--- config.mk ---
export PLATFORM = sky130hd
export DESIGN_NAME = lcd_timing_gen
export DESIGN_NICKNAME = d
export VERILOG_FILES = /design/src/rtl/lcd_timing_gen.sv
export SDC_FILE = /design/constraint.sdc
export NUM_CORES = 1
export LEC_CHECK = 0
export CAP_MARGIN = 20
export CELL_PAD_IN_SITES_DETAIL_PLACEMENT = 1
export CELL_PAD_IN_SITES_GLOBAL_PLACEMENT = 1
export CORE_MARGIN = 8
export CORE_UTILIZATION = 53
export CTS_CLUSTER_DIAMETER = 80
export CTS_CLUSTER_SIZE = 14
export DETAILED_ROUTE_END_ITERATION = 8
export DONT_BUFFER_PORTS = 1
export GPL_TIMING_DRIVEN = 1
export HOLD_SLACK_MARGIN = 0.05
export PLACE_DENSITY_LB_ADDON = 0.1
export SLEW_MARGIN = 20
export SYNTH_ARGS = -nofsm -noshare
export SYNTH_HDL_FRONTEND = slang
export SYNTH_SLANG_ARGS = --single-unit
--- constraint.sdc ---
create_clock -name clk -period 8.81 [get_ports clk]
set_input_delay 2.2025 -clock clk [delete_from_list [all_inputs] [get_ports clk]]
set_output_delay 2.2025 -clock clk [all_outputs]
set_load 0.005 [all_outputs]
--- src/rtl/lcd_timing_gen.sv ---
// LCD/TFT raster timing generator: free-running h/v counters, frame-latched display window,
// and a fixed-latency output pipeline that lines fetched pixel data up with DE.
module lcd_timing_gen #(
    parameter int unsigned H_SYNC   = 2,
    parameter int unsigned H_BACK   = 44,
    parameter int unsigned H_DISP   = 800,
    parameter int unsigned H_FRONT  = 210,
    parameter int unsigned V_SYNC   = 2,
    parameter int unsigned V_BACK   = 22,
    parameter int unsigned V_DISP   = 480,
    parameter int unsigned V_FRONT  = 22,
    parameter int unsigned CW       = 11,
    parameter int unsigned DW       = 24,
    parameter int unsigned READ_LAT = 2,
    parameter bit          HS_POL   = 1'b0,
    parameter bit          VS_POL   = 1'b0
) (
    input  logic          clk,
    input  logic          rst_n,
    input  logic [CW-1:0] win_x,
    input  logic [CW-1:0] win_y,
    input  logic [CW-1:0] win_w,
    input  logic [CW-1:0] win_h,
    input  logic [DW-1:0] bg_color,
    input  logic [DW-1:0] pixel_data,
    output logic          pixel_req,
    output logic [CW-1:0] req_x,
    output logic [CW-1:0] req_y,
    output logic          frame_start,
    output logic          line_start,
    output logic          lcd_clk,
    output logic          lcd_de,
    output logic          lcd_hsync,
    output logic          lcd_vsync,
    output logic [DW-1:0] lcd_rgb
);

    localparam int unsigned H_TOTAL = H_SYNC + H_BACK + H_DISP + H_FRONT;
    localparam int unsigned V_TOTAL = V_SYNC + V_BACK + V_DISP + V_FRONT;

    localparam logic [CW-1:0] HLast    = CW'(H_TOTAL - 1);
    localparam logic [CW-1:0] VLast    = CW'(V_TOTAL - 1);
    localparam logic [CW-1:0] HSyncEnd = CW'(H_SYNC);
    localparam logic [CW-1:0] VSyncEnd = CW'(V_SYNC);
    localparam logic [CW-1:0] HA0      = CW'(H_SYNC + H_BACK);
    localparam logic [CW-1:0] HA1      = CW'(H_SYNC + H_BACK + H_DISP);
    localparam logic [CW-1:0] VA0      = CW'(V_SYNC + V_BACK);
    localparam logic [CW-1:0] VA1      = CW'(V_SYNC + V_BACK + V_DISP);

    logic [CW-1:0] h_q, h_d;
    logic [CW-1:0] v_q, v_d;
    logic          frame_end;

    logic [CW-1:0] sx_q, sy_q, sw_q, sh_q;

    logic          hs_act, vs_act, h_act, v_act, active, inwin;
    logic [CW-1:0] ax, ay, rel_x, rel_y;

    // Bit i of each pipe holds the stage-0 value delayed by i+1 clocks.
    logic [READ_LAT:0]   hs_pipe_q, vs_pipe_q, act_pipe_q, win_pipe_q;
    logic [READ_LAT+1:0] hs_tap, vs_tap, act_tap, win_tap;
    logic [DW-1:0]       rgb_q, rgb_d;

    // ------------------------------------------------------------------
    // Raster counters
    // ------------------------------------------------------------------
    always_comb begin
        h_d = h_q + CW'(1);
        v_d = v_q;
        if (h_q == HLast) begin
            h_d = '0;
            v_d = (v_q == VLast) ? '0 : v_q + CW'(1);
        end
    end

    assign frame_end = (h_q == HLast) && (v_q == VLast);

    always_ff @(posedge clk or negedge rst_n) begin
        if (!rst_n) begin
            h_q <= '0;
            v_q <= '0;
        end else begin
            h_q <= h_d;
            v_q <= v_d;
        end
    end

    // ------------------------------------------------------------------
    // Window shadow registers, swapped only on the last clock of a frame
    // ------------------------------------------------------------------
    always_ff @(posedge clk or negedge rst_n) begin
        if (!rst_n) begin
            sx_q <= '0;
            sy_q <= '0;
            sw_q <= CW'(H_DISP);
            sh_q <= CW'(V_DISP);
        end else if (frame_end) begin
            sx_q <= win_x;
            sy_q <= win_y;
            sw_q <= win_w;
            sh_q <= win_h;
        end
    end

    // ------------------------------------------------------------------
    // Stage-0 decode
    // ------------------------------------------------------------------
    always_comb begin
        hs_act = (h_q < HSyncEnd);
        vs_act = (v_q < VSyncEnd);
        h_act  = (h_q >= HA0) && (h_q < HA1);
        v_act  = (v_q >= VA0) && (v_q < VA1);
        active = h_act && v_act;
        ax     = h_q - HA0;
        ay     = v_q - VA0;
        rel_x  = ax - sx_q;
        rel_y  = ay - sy_q;
        // Wrapped subtraction makes pixels left/above the window look huge, so one compare
        // per axis covers both edges; gating with active clips to the display area.
        inwin  = active && (rel_x < sw_q) && (rel_y < sh_q);
    end

    assign pixel_req   = inwin;
    assign req_x       = inwin ? rel_x : '0;
    assign req_y       = inwin ? rel_y : '0;
    assign frame_start = (h_q == '0) && (v_q == '0);
    assign line_start  = (h_q == '0);
    assign lcd_clk     = clk;

    // ------------------------------------------------------------------
    // Output alignment pipeline
    // ------------------------------------------------------------------
    assign hs_tap  = {hs_pipe_q, hs_act};
    assign vs_tap  = {vs_pipe_q, vs_act};
    assign act_tap = {act_pipe_q, active};
    assign win_tap = {win_pipe_q, inwin};

    always_ff @(posedge clk or negedge rst_n) begin
        if (!rst_n) begin
            hs_pipe_q  <= '0;
            vs_pipe_q  <= '0;
            act_pipe_q <= '0;
            win_pipe_q <= '0;
        end else begin
            hs_pipe_q  <= hs_tap[READ_LAT:0];
            vs_pipe_q  <= vs_tap[READ_LAT:0];
            act_pipe_q <= act_tap[READ_LAT:0];
            win_pipe_q <= win_tap[READ_LAT:0];
        end
    end

    // Select with READ_LAT-delayed flags; the rgb register adds the final clock.
    always_comb begin
        rgb_d = '0;
        if (win_tap[READ_LAT]) begin
            rgb_d = pixel_data;
        end else if (act_tap[READ_LAT]) begin
            rgb_d = bg_color;
        end
    end

    always_ff @(posedge clk or negedge rst_n) begin
        if (!rst_n) begin
            rgb_q <= '0;
        end else begin
            rgb_q <= rgb_d;
        end
    end

    assign lcd_de    = act_pipe_q[READ_LAT];
    assign lcd_hsync = ~(hs_pipe_q[READ_LAT] ^ HS_POL);
    assign lcd_vsync = ~(vs_pipe_q[READ_LAT] ^ VS_POL);
    assign lcd_rgb   = rgb_q;

endmodule

==> metrics.yaml, run 1 <==
placement:
  place.gp.congestion: 0.942
  port_buffers: 0
  place_hpwl_um: 11300
  place_area_sq_mm: 0.00604
routing:
  drtIter0Drc: 178
  wire_per_inst_um: 20.4
  routed_via_density: 5.82
  antenna_left: 0
  dr.pass1.iters: 6
  num_vias: 4067
  totalWireLength_um: 14300
  drc: 0
synthesis:
  syn_avg_cell_area_sq_um: 10.7
  yosysTopAreaCellShare_pct: 39.7
  synth_seq_cells: 101
  synthCells: 556
  async_reset_ff_share_pct: 100
  synth_top_flop_cell: "dfrtp_1"
  ys_warn_count: 0
  yosys.area.top_type: "dfrtp_1"
  synth_cell_type_count: 58
  synthTopCellsByArea: "dfrtp_1 (40%), ha_1 (13%), mux2_2 (8.4%)"
  netlist_area_sq_mm: 0.00593
  yosysSeqAreaShare_pct: 42.8
  syn-num-nets: 715
  synth_edf_count: 0
worst_setup_path:
  path_buf_inv: 3
  startpoint_type: "register"
  worstSetupPathType: "register to output pin"
  cp_max_fo: 14
  critPathTopFamily: "compound AO/OA/AOI/OAI gates"
  cp_cell_sequence: "inv_1, ha_1, inv_1, ha_1, inv_1, fa_1, nor2b_1, o21a_1, o21ai_0, a2bb2oi_1, xor2_1, ha_1, a21oi_1, a21boi_1, a2111oi_4, nand4_4, o21bai_4, and2b_1"
  cp_data_required_time_ns: 6.61
  r2r-start: "h_q[1]"
  crit_slowest_cell: "dfrtp_1"
  worstSetupEndpointType: "output pin"
  crit_arrival_ns: 4.71
  slowest_delay_ns: 0.44
  startpoint: "h_q[1]"
finish:
  final_common_cell: "dfrtp_1"
  final_area_sq_mm: 0.00624
  syn_to_final_growth_pct: 5.26
  num_antenna_cells: 0
  drive_gt1_share_pct: 15.2
  nets: 713
  fillers: 1161
  final_cell_mix: "dfrtp_1 (94), inv_1 (85), ha_1 (63)"
die:
  initial_core_util_pct: 54.4
  num_rows: 38
  dieArea_sq_mm: 0.0148
  chipWidth_um: 122
  die_h_um: 122
  coreArea_sq_mm: 0.0109
  ios: 147
power_and_ir_drop:
  leakage_uw: 0.00300
  powerDensity_mw_per_mm2: 143
  peakVddDrop_mv: 0.122
sta:
  min_period_ns: 6.91
  setup_viol: 0
  hold_violations: 0
  relSlewSlack_pct: 43.9
  tns_ns: 0
  rsz0062_at_grt: "no"
  final.setup_skew_ns: 0.0116
  final_max_slew_viol_count: 0
  fmax_mhz: 145
  period_share_pct: 78.4
  tightest_slew_ns: 0.838
hold_path:
  hold_path_class: "register to register"
  min_from: "vs_pipe_q[1]"
grt:
  grt_pass1_wl_um: 23200
  antenna_found_initial: 0
  grt_pass1_vias: 4280
  grt_max_degree: 102
  gr-usage-all-layers_pct: 20.2
  overflow: 0
clock_tree:
  cts.clk_slew.worst_paths_ns: 0.10
  clock_sinks: 101
  clock_latency_ns: 0.37
  cts_tree: "done"
  numCtsBuffers: 9
  cts_resized: 0
  post-cts-setup-buffer-count: 0
  clockBufferDepth: 2
  root_buffer: "clkbuf_8"
  ctsHoldBuffers: 0
  ctsHtreeMaxLevel: 3
flow_run:
  cap_violations: 0
run_status:
  status: "finished, final reports clean"
==> sequential cells by signal (all words and copies together), names as in the netlist <==
register and flops:
lcd_rgb 24, h_q 11, sh_q 11, sw_q 11
sx_q 11, sy_q 11, v_q 11, act_pipe_q 3
hs_pipe_q 3, vs_pipe_q 3, win_pipe_q 2
==> logic make-up after synthesis <==
| family | count (synthesis) | synth area share (%) |
|---|---|---|
| xor+xnor | 30 | 4.43 |
| compound gates | 94 | 12.0 |
| simple gates | 123 | 11.8 |
| mux | 44 | 8.36 |
| buf+inv | 99 | 6.61 |
| fa+ha+maj | 65 | 14.0 |
| flops | 101 | 42.8 |
==> report_power, final <==
| group | leakage (uW) | internal [uW] | total (uW) | switching (uW) |
|---|---|---|---|---|
| clock | 0.0000993 | 119 | 291 | 173 |
| combinational | 0.00163 | 54.8 | 119 | 64.5 |
| sequential | 0.00127 | 475 | 480 | 5.48 |
==> path summary, 6_finish.rpt <==
path                                 endpoint  slack [ns]  depth (start not counted)
worst max register to register  win_pipe_q[0]        4.47                         18
worst min register to register   vs_pipe_q[2]        0.36                          0
min in group asynchronous             sx_q[7]        1.52                          0
max in group asynchronous             sh_q[5]        7.05                          0
worst max-delay path                req_y[10]        1.90                         18
worst min-delay path             vs_pipe_q[2]        0.36                          0
==> metrics by stage <==
| step | utilization (%) | total power [uW] | setup slack (ns) | std cells | hold WS (ns) |
|---|---|---|---|---|---|
| floorplan | - | 588 | 2.09 | 556 | 0.331 |
| global placement | 55.4 | 602 | 2.20 | 683 | 0.332 |
| detailed placement | 55.4 | 608 | 2.20 | 683 | 0.338 |
| CTS | 57.2 | 905 | 1.87 | 699 | 0.363 |
| global route | 57.3 | 942 | 1.52 | 699 | 0.362 |
| finish | 57.3 | 891 | 1.90 | 699 | 0.361 |
==> cells in the mapped netlist, types with 8 or more instances <==
master   number
a21o_1        8
a21oi_1       9
a22o_1       22
dfrtp_1      94
ha_1         63
inv_1        85
mux2_2       44
nand2_1      18
nand3_1       8
nor2_1       25
nor2b_1       8
nor3_1       16
nor3b_1       9
o21ai_0      18
xnor2_1      22
xor2_1        8
==> final cells by class <==
cell class | count | area (sq um) | share of cell area [%]
well taps | 140 | 175 | 2.81
clock buffers | 10 | 138 | 2.21
repair buffers | 1 | 7.51 | 0.120
inverters | 85 | 319 | 5.12
multi-input cells | 356 | 3000 | 48.1
clock inverters | 6 | 58.8 | 0.943
flip-flops and latches | 101 | 2540 | 40.7
==> layer usage <==
layer | global-route usage, % | wire length, um | vias up
met5 | 0 | 0 | -
met4 | 5.63 | 172 | 0
met3 | 9.02 | 1330 | 10
met2 | 32.2 | 6800 | 120
met1 | 24.3 | 5980 | 2018
li1 | - | - | 1919
No activity file was read; power rests on OpenSTA's default activity.
==> run 2: changes to the inputs <==
--- a/config.mk
+++ b/config.mk
@@ -9,7 +9,7 @@
 export CELL_PAD_IN_SITES_DETAIL_PLACEMENT = 1
 export CELL_PAD_IN_SITES_GLOBAL_PLACEMENT = 1
 export CORE_MARGIN = 8
-export CORE_UTILIZATION = 53
+export CORE_UTILIZATION = 49
 export CTS_CLUSTER_DIAMETER = 80
 export CTS_CLUSTER_SIZE = 14
 export DETAILED_ROUTE_END_ITERATION = 8
==> constraint.sdc (replaced) <==
create_clock -name clk -period 7.11 [get_ports clk]
set_input_delay 1.7775 -clock clk [delete_from_list [all_inputs] [get_ports clk]]
set_output_delay 1.7775 -clock clk [all_outputs]
set_load 0.005 [all_outputs]
==> run 2 against run 1 <==
- non-clock buffer count unchanged
- flip-flop and latch count is the same
- sequential power increased by 24%
- die area up 7.1%
- critical path type unchanged
- largest cell class unchanged
- highest routed layer is now met5
==> metrics.yaml, run 2 (synthesis results as in run 1) <==
power_and_ir_drop:
  peakVddDrop_mv: 0.154
  leakage_uw: 0.00306
  powerDensity_mw_per_mm2: 199
hold_path:
  hold_path_class: "register to register"
worst_setup_path:
  cp_data_required_time_ns: 5.33
  cp_max_fo: 14
  path_buf_inv: 3
  slowest_delay_ns: 0.42
  critPathTopFamily: "compound AO/OA/AOI/OAI gates"
  startpoint_type: "register"
  crit_slowest_cell: "dfrtp_1"
  worstSetupEndpointType: "output pin"
  cp_cell_sequence: "inv_1, ha_1, inv_1, ha_1, inv_1, fa_1, nor2b_1, o21a_1, o21ai_0, a2bb2oi_1, xor2_1, ha_1, a21oi_1, a21boi_1, a2111oi_4, nand4_4, o21bai_4, and2b_1"
  crit_arrival_ns: 4.65
  worstSetupPathType: "register to output pin"
die:
  dieArea_sq_mm: 0.0159
  chipWidth_um: 126
  coreArea_sq_mm: 0.0119
  num_rows: 40
  initial_core_util_pct: 49.7
  ios: 147
  die_h_um: 126
clock_tree:
  cts_resized: 0
  clockBufferDepth: 2
  ctsHtreeMaxLevel: 3
  clock_latency_ns: 0.36
  cts.clk_slew.worst_paths_ns: 0.07
  cts_tree: "done"
  post-cts-setup-buffer-count: 0
  numCtsBuffers: 9
  root_buffer: "clkbuf_16"
  ctsHoldBuffers: 0
  clock_sinks: 101
sta:
  final_max_slew_viol_count: 0
  fmax_mhz: 156
  setup_viol: 0
  min_period_ns: 6.43
  finalWorstSetupSlack_ns: 0.680
  hold_violations: 0
  tns_ns: 0
  relSlewSlack_pct: 43.6
  rsz0062_at_grt: "no"
  final.setup_skew_ns: 0.00736
  tightest_slew_ns: 0.847
  period_share_pct: 90.4
grt:
  grt_pass1_vias: 4522
  grt_pass1_wl_um: 24100
  gr-usage-all-layers_pct: 19.6
  grt_max_degree: 102
  overflow: 0
  antenna_found_initial: 1
finish:
  num_antenna_cells: 0
  largest_reg_flops: 24
  final_cell_mix: "dfrtp_1 (94), inv_1 (85), ha_1 (63)"
  fillers: 1318
  drive_gt1_share_pct: 15.2
  final_common_cell: "dfrtp_1"
  syn_to_final_growth_pct: 7.54
  nets: 713
routing:
  antenna_left: 0
  routed_via_density: 5.74
  drc: 0
  num_vias: 4050
  totalWireLength_um: 14800
  wire_per_inst_um: 21.0
  dr.pass1.iters: 4
  drtIter0Drc: 162
placement:
  place.gp.congestion: 0.824
  preCtsSetupSlack_ns: 1.07
  place_hpwl_um: 11400
  port_buffers: 0
flow_run:
  cap_violations: 0
run_status:
  status: "finished, final reports clean"
-- run 2: worst register-to-register path, cell delays in order, from the launching register on --
cell and delay, ns:
dfrtp_1 0.42, inv_1 0.10, ha_1 0.30, inv_1 0.06, ha_1 0.18, inv_1 0.06
fa_1 0.38, nor2b_1 0.30, o21a_1 0.16, o21ai_0 0.11, a2bb2oi_1 0.18, xor2_1 0.22
ha_1 0.29, a21oi_1 0.15, a21boi_1 0.11, a2111oi_4 0.37, nand4_4 0.23, o21bai_4 0.38
inv_1 0.22
-- run 2: routing by layer --
layer / part of all wire (%) / vias up / global-route usage, %
met2: 48 / 124 / 32.5
met4: 3.3 / 2 / 10.8
met1: 41 / 1977 / 21.8
met3: 7.7 / 28 / 6.96
met5: 0.074 / - / 0
li1: - / 1919 / -
-- run 2: cell type report --
| class | count | area, sq um | share of cell area [%] |
|---|---|---|---|
| clock buffers | 9 | 225 | 3.53 |
| clock inverters | 7 | 97.6 | 1.53 |
| inverters | 85 | 319 | 5.01 |
| multi-input cells | 356 | 3000 | 47.1 |
| flip-flops and latches | 101 | 2540 | 39.8 |
| well taps | 147 | 184 | 2.89 |
| repair buffers | 1 | 7.51 | 0.118 |
-- run 2: final timing paths --
kind                              start            end  slack [ns]  cells after the start
min in group asynchronous         rst_n        sx_q[0]        1.11                      0
setup / recovery                 h_q[1]       req_x[5]        0.68                     18
max in group asynchronous         rst_n        sh_q[6]        5.75                      0
hold reg to reg            hs_pipe_q[0]   hs_pipe_q[1]        0.35                      0
hold / removal             hs_pipe_q[0]   hs_pipe_q[1]        0.35                      0
setup reg to reg                 h_q[1]  win_pipe_q[0]        2.81                     18
-- run 2: metrics by stage --
stage / total power (uW) / util [%] / area, sq um / cells / hold slack, ns
2_1_floorplan: 729 / - / 5930 / 556 / 0.331
3_3_place_gp: 745 / 50.7 / 6040 / 690 / 0.332
3_5_place_dp: 754 / 50.7 / 6040 / 690 / 0.336
4_1_cts: 1290 / 53.5 / 6370 / 706 / 0.351
5_1_grt: 1330 / 53.5 / 6370 / 706 / 0.360
6_report: 1270 / 53.5 / 6370 / 706 / 0.350
-- run 2: power breakdown --
group | switching [uW] | leakage (uW) | internal, uW
Clock | 243 | 0.000159 | 285
Sequential | 7.45 | 0.00127 | 588
Combinational | 78.4 | 0.00163 | 67.8
Total | 329 | 0.00306 | 941
==> run 3: changes to the inputs <==
--- a/config.mk
+++ b/config.mk
@@ -10,7 +10,6 @@
 export CELL_PAD_IN_SITES_GLOBAL_PLACEMENT = 1
 export CORE_MARGIN = 8
 export CORE_UTILIZATION = 49
-export CTS_CLUSTER_DIAMETER = 80
 export CTS_CLUSTER_SIZE = 14
 export DETAILED_ROUTE_END_ITERATION = 8
 export DONT_BUFFER_PORTS = 1
==> constraint.sdc (replaced) <==
create_clock -name clk -period 6.1 [get_ports clk]
set_input_delay 1.525 -clock clk [delete_from_list [all_inputs] [get_ports clk]]
set_output_delay 1.525 -clock clk [all_outputs]
set_load 0.005 [all_outputs]
==> run 3 against run 2 <==
- final cell count grew 1.3%
- sequential share of layout area fell by 0.41 points
- first-iteration DRC count shrank 6.8%
- wire length hardly changed
- global-route usage down 0.36 points
- die area is the same
- sequential power is 17% higher
- register-to-register slack worse by 0.82 ns
- combinational power up 21%
- count of clock-buffer cells in the layout rose by 1
- flip-flop and latch count is the same
==> metrics.yaml, run 3 (synthesis results as in run 1) <==
run_status:
  status: "finished, final reports clean"
worst_setup_path:
  r2r_slack_ns: 1.99
  cp_max_fo: 8
  crit_arrival_ns: 4.39
  cp_data_required_time_ns: 4.58
  worstSetupEndpointType: "output pin"
  worstSetupPathType: "register to output pin"
  startpoint_type: "register"
routing:
  totalWireLength_um: 14800
  drc: 0
  antenna_left: 0
  routed_via_density: 5.67
  num_vias: 4053
  wire_per_inst_um: 20.7
  route.top_layer_used: "met4"
  dr_wl_met2_um: 7290
  met3_length_um: 1280
  dr.pass1.iters: 4
  drtIter0Drc: 151
  met1_length_um: 5950
finish:
  multi_input_area_sq_mm: 0.00303
  final_common_cell: "dfrtp_1"
  fillers: 1298
  final_cell_mix: "dfrtp_1 (91), inv_1 (85), ha_1 (63)"
  drive_gt1_share_pct: 17.8
  fin_util_pct: 54.1
  layoutNonFillerInstCount: 715
  syn_to_final_growth_pct: 8.80
  register_area_sq_mm: 0.00254
  nets: 721
  largest_reg_flops: 24
grt:
  gr-usage-all-layers_pct: 19.3
  antenna_found_initial: 0
  grt_pass1_wl_um: 23700
  grt_max_degree: 102
  overflow: 0
  grt_pass1_vias: 4451
sta:
  hold_violations: 0
  tightest_slew_ns: 0.871
  tns_ns: 0
  relSlewSlack_pct: 41.9
  setup_viol: 0
  fmax_mhz: 169
  min_period_ns: 5.91
  final.setup_skew_ns: 0.00628
  period_share_pct: 96.9
  final_max_slew_viol_count: 0
placement:
  place.gp.congestion: 0.824
  port_buffers: 0
  place_inst: 690
  place_hpwl_um: 11400
die:
  ios: 147
  chipWidth_um: 126
  coreArea_sq_mm: 0.0119
  num_rows: 40
  dieArea_sq_mm: 0.0159
  initial_core_util_pct: 49.7
  die_h_um: 126
clock_tree:
  cts.clk_slew.worst_paths_ns: 0.08
  clock_sinks: 101
  root_buffer: "clkbuf_16"
  numCtsBuffers: 9
  ctsHoldBuffers: 0
  clockBufferDepth: 2
  clock_latency_ns: 0.36
  ctsHtreeMaxLevel: 3
  cts_tree: "done"
power_and_ir_drop:
  peakVddDrop_mv: 0.267
  powerDensity_mw_per_mm2: 223
  leakage_uw: 0.00309
hold_path:
  hold_path_class: "register to register"
flow_run:
  cap_violations: 0
==> run 3: per-stage QoR <==
stage / instance area [sq um] / total power [uW] / setup slack, ns / hold WS [ns]
3_5_place_dp: 6040 / 879 / 0.291 / 0.336
6_report: 6450 / 1440 / 0.187 / 0.347
3_3_place_gp: 6040 / 869 / 0.472 / 0.332
4_1_cts: 6380 / 1460 / 0.0318 / 0.344
2_1_floorplan: 5930 / 850 / 0.847 / 0.331
5_1_grt: 6440 / 1500 / -0.0333 / 0.355
==> run 3: worst paths after layout <==
check	end	from	cells after the start
setup / recovery	req_x[7]	v_q[1]	16
hold / removal	hs_pipe_q[1]	hs_pipe_q[0]	0
setup reg to reg	win_pipe_q[0]	v_q[1]	16
hold reg to reg	hs_pipe_q[1]	hs_pipe_q[0]	0
max in group asynchronous	sw_q[8]	rst_n	0
min in group asynchronous	sx_q[2]	rst_n	0
==> run 3: final cells by class <==
| type | instances | area share [%] |
|---|---|---|
| Sequential cell | 101 | 39.4 |
| Clock buffer | 10 | 3.71 |
| Tap cell | 147 | 2.85 |
| Multi-Input combinational cell | 356 | 47.0 |
| Clock inverter | 6 | 0.834 |
| Antenna cell | 1 | 0.0388 |
| Inverter | 85 | 4.95 |
| Timing Repair Buffer | 9 | 1.24 |
==> run 3: critical path, cell delays in order (launching register included) <==
cell and delay (ns):
dfrtp_1 0.47, ha_1 0.32, ha_1 0.21, inv_1 0.08, fa_1 0.46, nor2b_1 0.12
o21ai_0 0.14, a21oi_2 0.23, o41ai_2 0.10, xnor2_1 0.21, ha_1 0.28, and4_1 0.24
a2111oi_4 0.41, nand4_4 0.17, o21bai_4 0.27, buf_4 0.17, nor3_4 0.14
==> run 3: power by group <==
| part | switching [uW] | internal (uW) |
|---|---|---|
| registers | 8.73 | 686 |
| clock network | 269 | 295 |
| logic | 94.0 | 82.3 |
| total | 372 | 1060 |
==> run 3: repair_timing <==
item                       4_1_cts  5_1_grt
setup endpoints to repair        9       23
gates resized for setup          1       10
setup buffers                    4        4
pin swaps                        0        5
==> run 3: layer usage <==
metal,up-vias,track usage (%)
li1,1931,-
met1,1989,20.8
met2,115,32.5
met3,18,8.95
met4,0,7.22
met5,-,0
==> patch: new RTL, config.mk and constraints of run 3 <==
The parameter `DW` goes from 24 to 16.
--- a/src/rtl/lcd_timing_gen.sv
+++ b/src/rtl/lcd_timing_gen.sv
@@ -10,7 +10,7 @@
     parameter int unsigned V_DISP   = 480,
     parameter int unsigned V_FRONT  = 22,
     parameter int unsigned CW       = 11,
-    parameter int unsigned DW       = 24,
+    parameter int unsigned DW       = 16,
     parameter int unsigned READ_LAT = 2,
     parameter bit          HS_POL   = 1'b0,
     parameter bit          VS_POL   = 1'b0
Interface: changed (resized bg_color, lcd_rgb and pixel_data); port bits go from 147 to 123. The function was not compared with the original's and may differ.
==> patch against run 3 <==
Final area fell by 5.4%; clock skew barely moved; utilization barely moved; sequential cell count fell by 8; total power fell by 11%; worst hold slack improved by 0.0034 ns; worst setup slack improved by 0.0082 ns; area after synthesis fell by 5.4%; wire length rose by 1.2%.
==> patch: results (changes against run 3) <==
<table>
<tr><th>Metric</th><th>Value</th></tr>
<tr><th colspan="2">Run status</th></tr>
<tr><td>Run status</td><td>complete, no violations (unchanged)</td></tr>
<tr><th colspan="2">Place</th></tr>
<tr><td>Cell area after placement</td><td>5740 µm² (was 6040 µm²)</td></tr>
<tr><td>HPWL after detailed placement</td><td>11400 µm (about the same)</td></tr>
<tr><td>Setup slack at placement</td><td>0.195 ns (was 0.291 ns)</td></tr>
<tr><td>Weighted congestion at the end of routability-driven global placement</td><td>0.819 (was 0.824)</td></tr>
<tr><th colspan="2">Global routing</th></tr>
<tr><td>Via count of the first global-routing pass</td><td>4539 (was 4451)</td></tr>
<tr><td>First-pass GRT wire length</td><td>24000 µm (was 23700 µm)</td></tr>
<tr><td>Total global-route track usage</td><td>0.207 (was 0.193)</td></tr>
<tr><td>Maximum number of pins on one net before global-route repair</td><td>94 (was 102)</td></tr>
<tr><th colspan="2">Pwr</th></tr>
<tr><td>Maximum vdd drop</td><td>0.163 mV (was 0.267 mV)</td></tr>
<tr><td>Leakage component of the power</td><td>3.09 nW (about the same)</td></tr>
<tr><th colspan="2">STA</th></tr>
<tr><td>Worst clock skew</td><td>0.00658 ns (was 0.00628 ns)</td></tr>
<tr><td>Slew of the pin with the lowest slew margin</td><td>0.933 ns (was 0.871 ns)</td></tr>
<tr><th colspan="2">Setup path</th></tr>
<tr><td>Category of cells accounting for the largest share of critical-path delay</td><td>compound AO/OA/AOI/OAI gates (was adder cells)</td></tr>
<tr><td>Signal arrival time at the worst endpoint</td><td>4.38 ns (was 4.39 ns)</td></tr>
<tr><td>Highest net fanout along the worst path</td><td>13 (was 8)</td></tr>
<tr><td>Number of cells on the worst reg-to-reg path</td><td>13 (was 16)</td></tr>
<tr><th colspan="2">Finish</th></tr>
<tr><td>Total inserted antenna cells</td><td>0 (was 1)</td></tr>
<tr><td>Layout cell share with drive strength beyond 1</td><td>0.119 (was 0.178)</td></tr>
<tr><td>Number of flip-flops in the largest register</td><td>16 (was 24)</td></tr>
<tr><th colspan="2">CTS</th></tr>
<tr><td>H-tree Lvls</td><td>3 (unchanged)</td></tr>
<tr><th colspan="2">Yosys</th></tr>
<tr><td>Top cells by count, synth</td><td>sky130_fd_sc_hd__dfrtp_1, sky130_fd_sc_hd__inv_1, sky130_fd_sc_hd__ha_1 (unchanged)</td></tr>
<tr><td>Sequential-to-total area share from yosys stat</td><td>0.417 (was 0.428)</td></tr>
<tr><td>Dominant cells by area after synthesis</td><td>sky130_fd_sc_hd__dfrtp_1, sky130_fd_sc_hd__ha_1, sky130_fd_sc_hd__inv_1 (was sky130_fd_sc_hd__dfrtp_1, sky130_fd_sc_hd__ha_1, sky130_fd_sc_hd__mux2_2)</td></tr>
<tr><th colspan="2">Detailed routing</th></tr>
<tr><td>DR vias/cell</td><td>5.81 (was 5.67)</td></tr>
<tr><td>Routed length per instance</td><td>20.9 µm (was 20.7 µm)</td></tr>
</table>
==> patch: changes by cell type in the layout (fill, tap and decap cells not counted), moves of 7 or more <==
| cell | change |
|---|---|
| sky130_fd_sc_hd__nand3_1 | +31 |
| sky130_fd_sc_hd__o211a_1 | +10 |
| sky130_fd_sc_hd__mux2_2 | -26 |
| sky130_fd_sc_hd__nor3b_1 | -9 |
| sky130_fd_sc_hd__o21ai_0 | +26 |
| sky130_fd_sc_hd__nor2_2 | -7 |
| sky130_fd_sc_hd__a22o_1 | -8 |
==> patch: per-stage QoR <==
| stage | instances | utilization | total power, W |
|---|---|---|---|
| 2_1_floorplan | 566 | - | 0.000715 |
| 5_1_grt | 715 | 0.541 | 0.00133 |
| 4_1_cts | 712 | 0.536 | 0.00129 |
| 3_5_place_dp | 696 | 0.509 | 0.000729 |
| 3_3_place_gp | 696 | 0.509 | 0.000723 |
| 6_report | 715 | 0.541 | 0.00127 |
==> patch: cells by family after synthesis <==
| kind of cell | after synthesis | synth area share |
|---|---|---|
| compound gates | 114 | 0.139 |
| mux | 18 | 0.0362 |
| flops | 93 | 0.417 |
| fa+ha+maj | 65 | 0.148 |
| simple gates | 143 | 0.136 |
| buf+inv | 101 | 0.0721 |
| xor+xnor | 32 | 0.0514 |
==> patch: path summary, 6_finish.rpt <==
path	slack, ns	end	startpoint
setup reg to reg	2.17	win_pipe_q[0]$_DFF_PN0_	v_q[2]$_DFFE_PN0N_
hold reg to reg	0.35	hs_pipe_q[1]$_DFF_PN0_	hs_pipe_q[0]$_DFF_PN0_
min in group asynchronous	0.86	lcd_rgb[6]$_DFF_PN0_	rst_n
max in group asynchronous	5.01	sh_q[5]$_DFFE_PN1P_	rst_n
hold / removal	0.35	hs_pipe_q[1]$_DFF_PN0_	hs_pipe_q[0]$_DFF_PN0_
setup / recovery	0.20	req_y[4]	v_q[2]$_DFFE_PN0N_
==> patch: routing by layer <==
| layer | wire length [µm] | vias to the layer above | track usage |
|---|---|---|---|
| met5 | 14 | - | 0 |
| met4 | 335 | 2 | 0.0891 |
| met3 | 1010 | 22 | 0.0580 |
| met2 | 7170 | 102 | 0.345 |
| met1 | 6440 | 2067 | 0.246 |
| li1 | - | 1963 | - |
==> patch: layout make-up <==
type	instances	area [µm²]
clock inverters	7	68.8
clock buffers	9	225
repair buffers	10	75.1
flip-flops and latches	93	2340
well taps	143	179
multi-input cells	372	2910
inverters	81	304
fillers	1234	5170
==> patch: power breakdown <==
group          internal [W]  switching [W]
registers          0.000623     0.00000389
logic             0.0000425      0.0000554
clock network      0.000287       0.000262
==> patch: what timing repair did <==
item	4_1_cts	5_1_grt
pin swaps	0	5
hold buffers	0	0
setup endpoints to repair	13	23
gates resized for setup	1	8
setup buffers	0	3
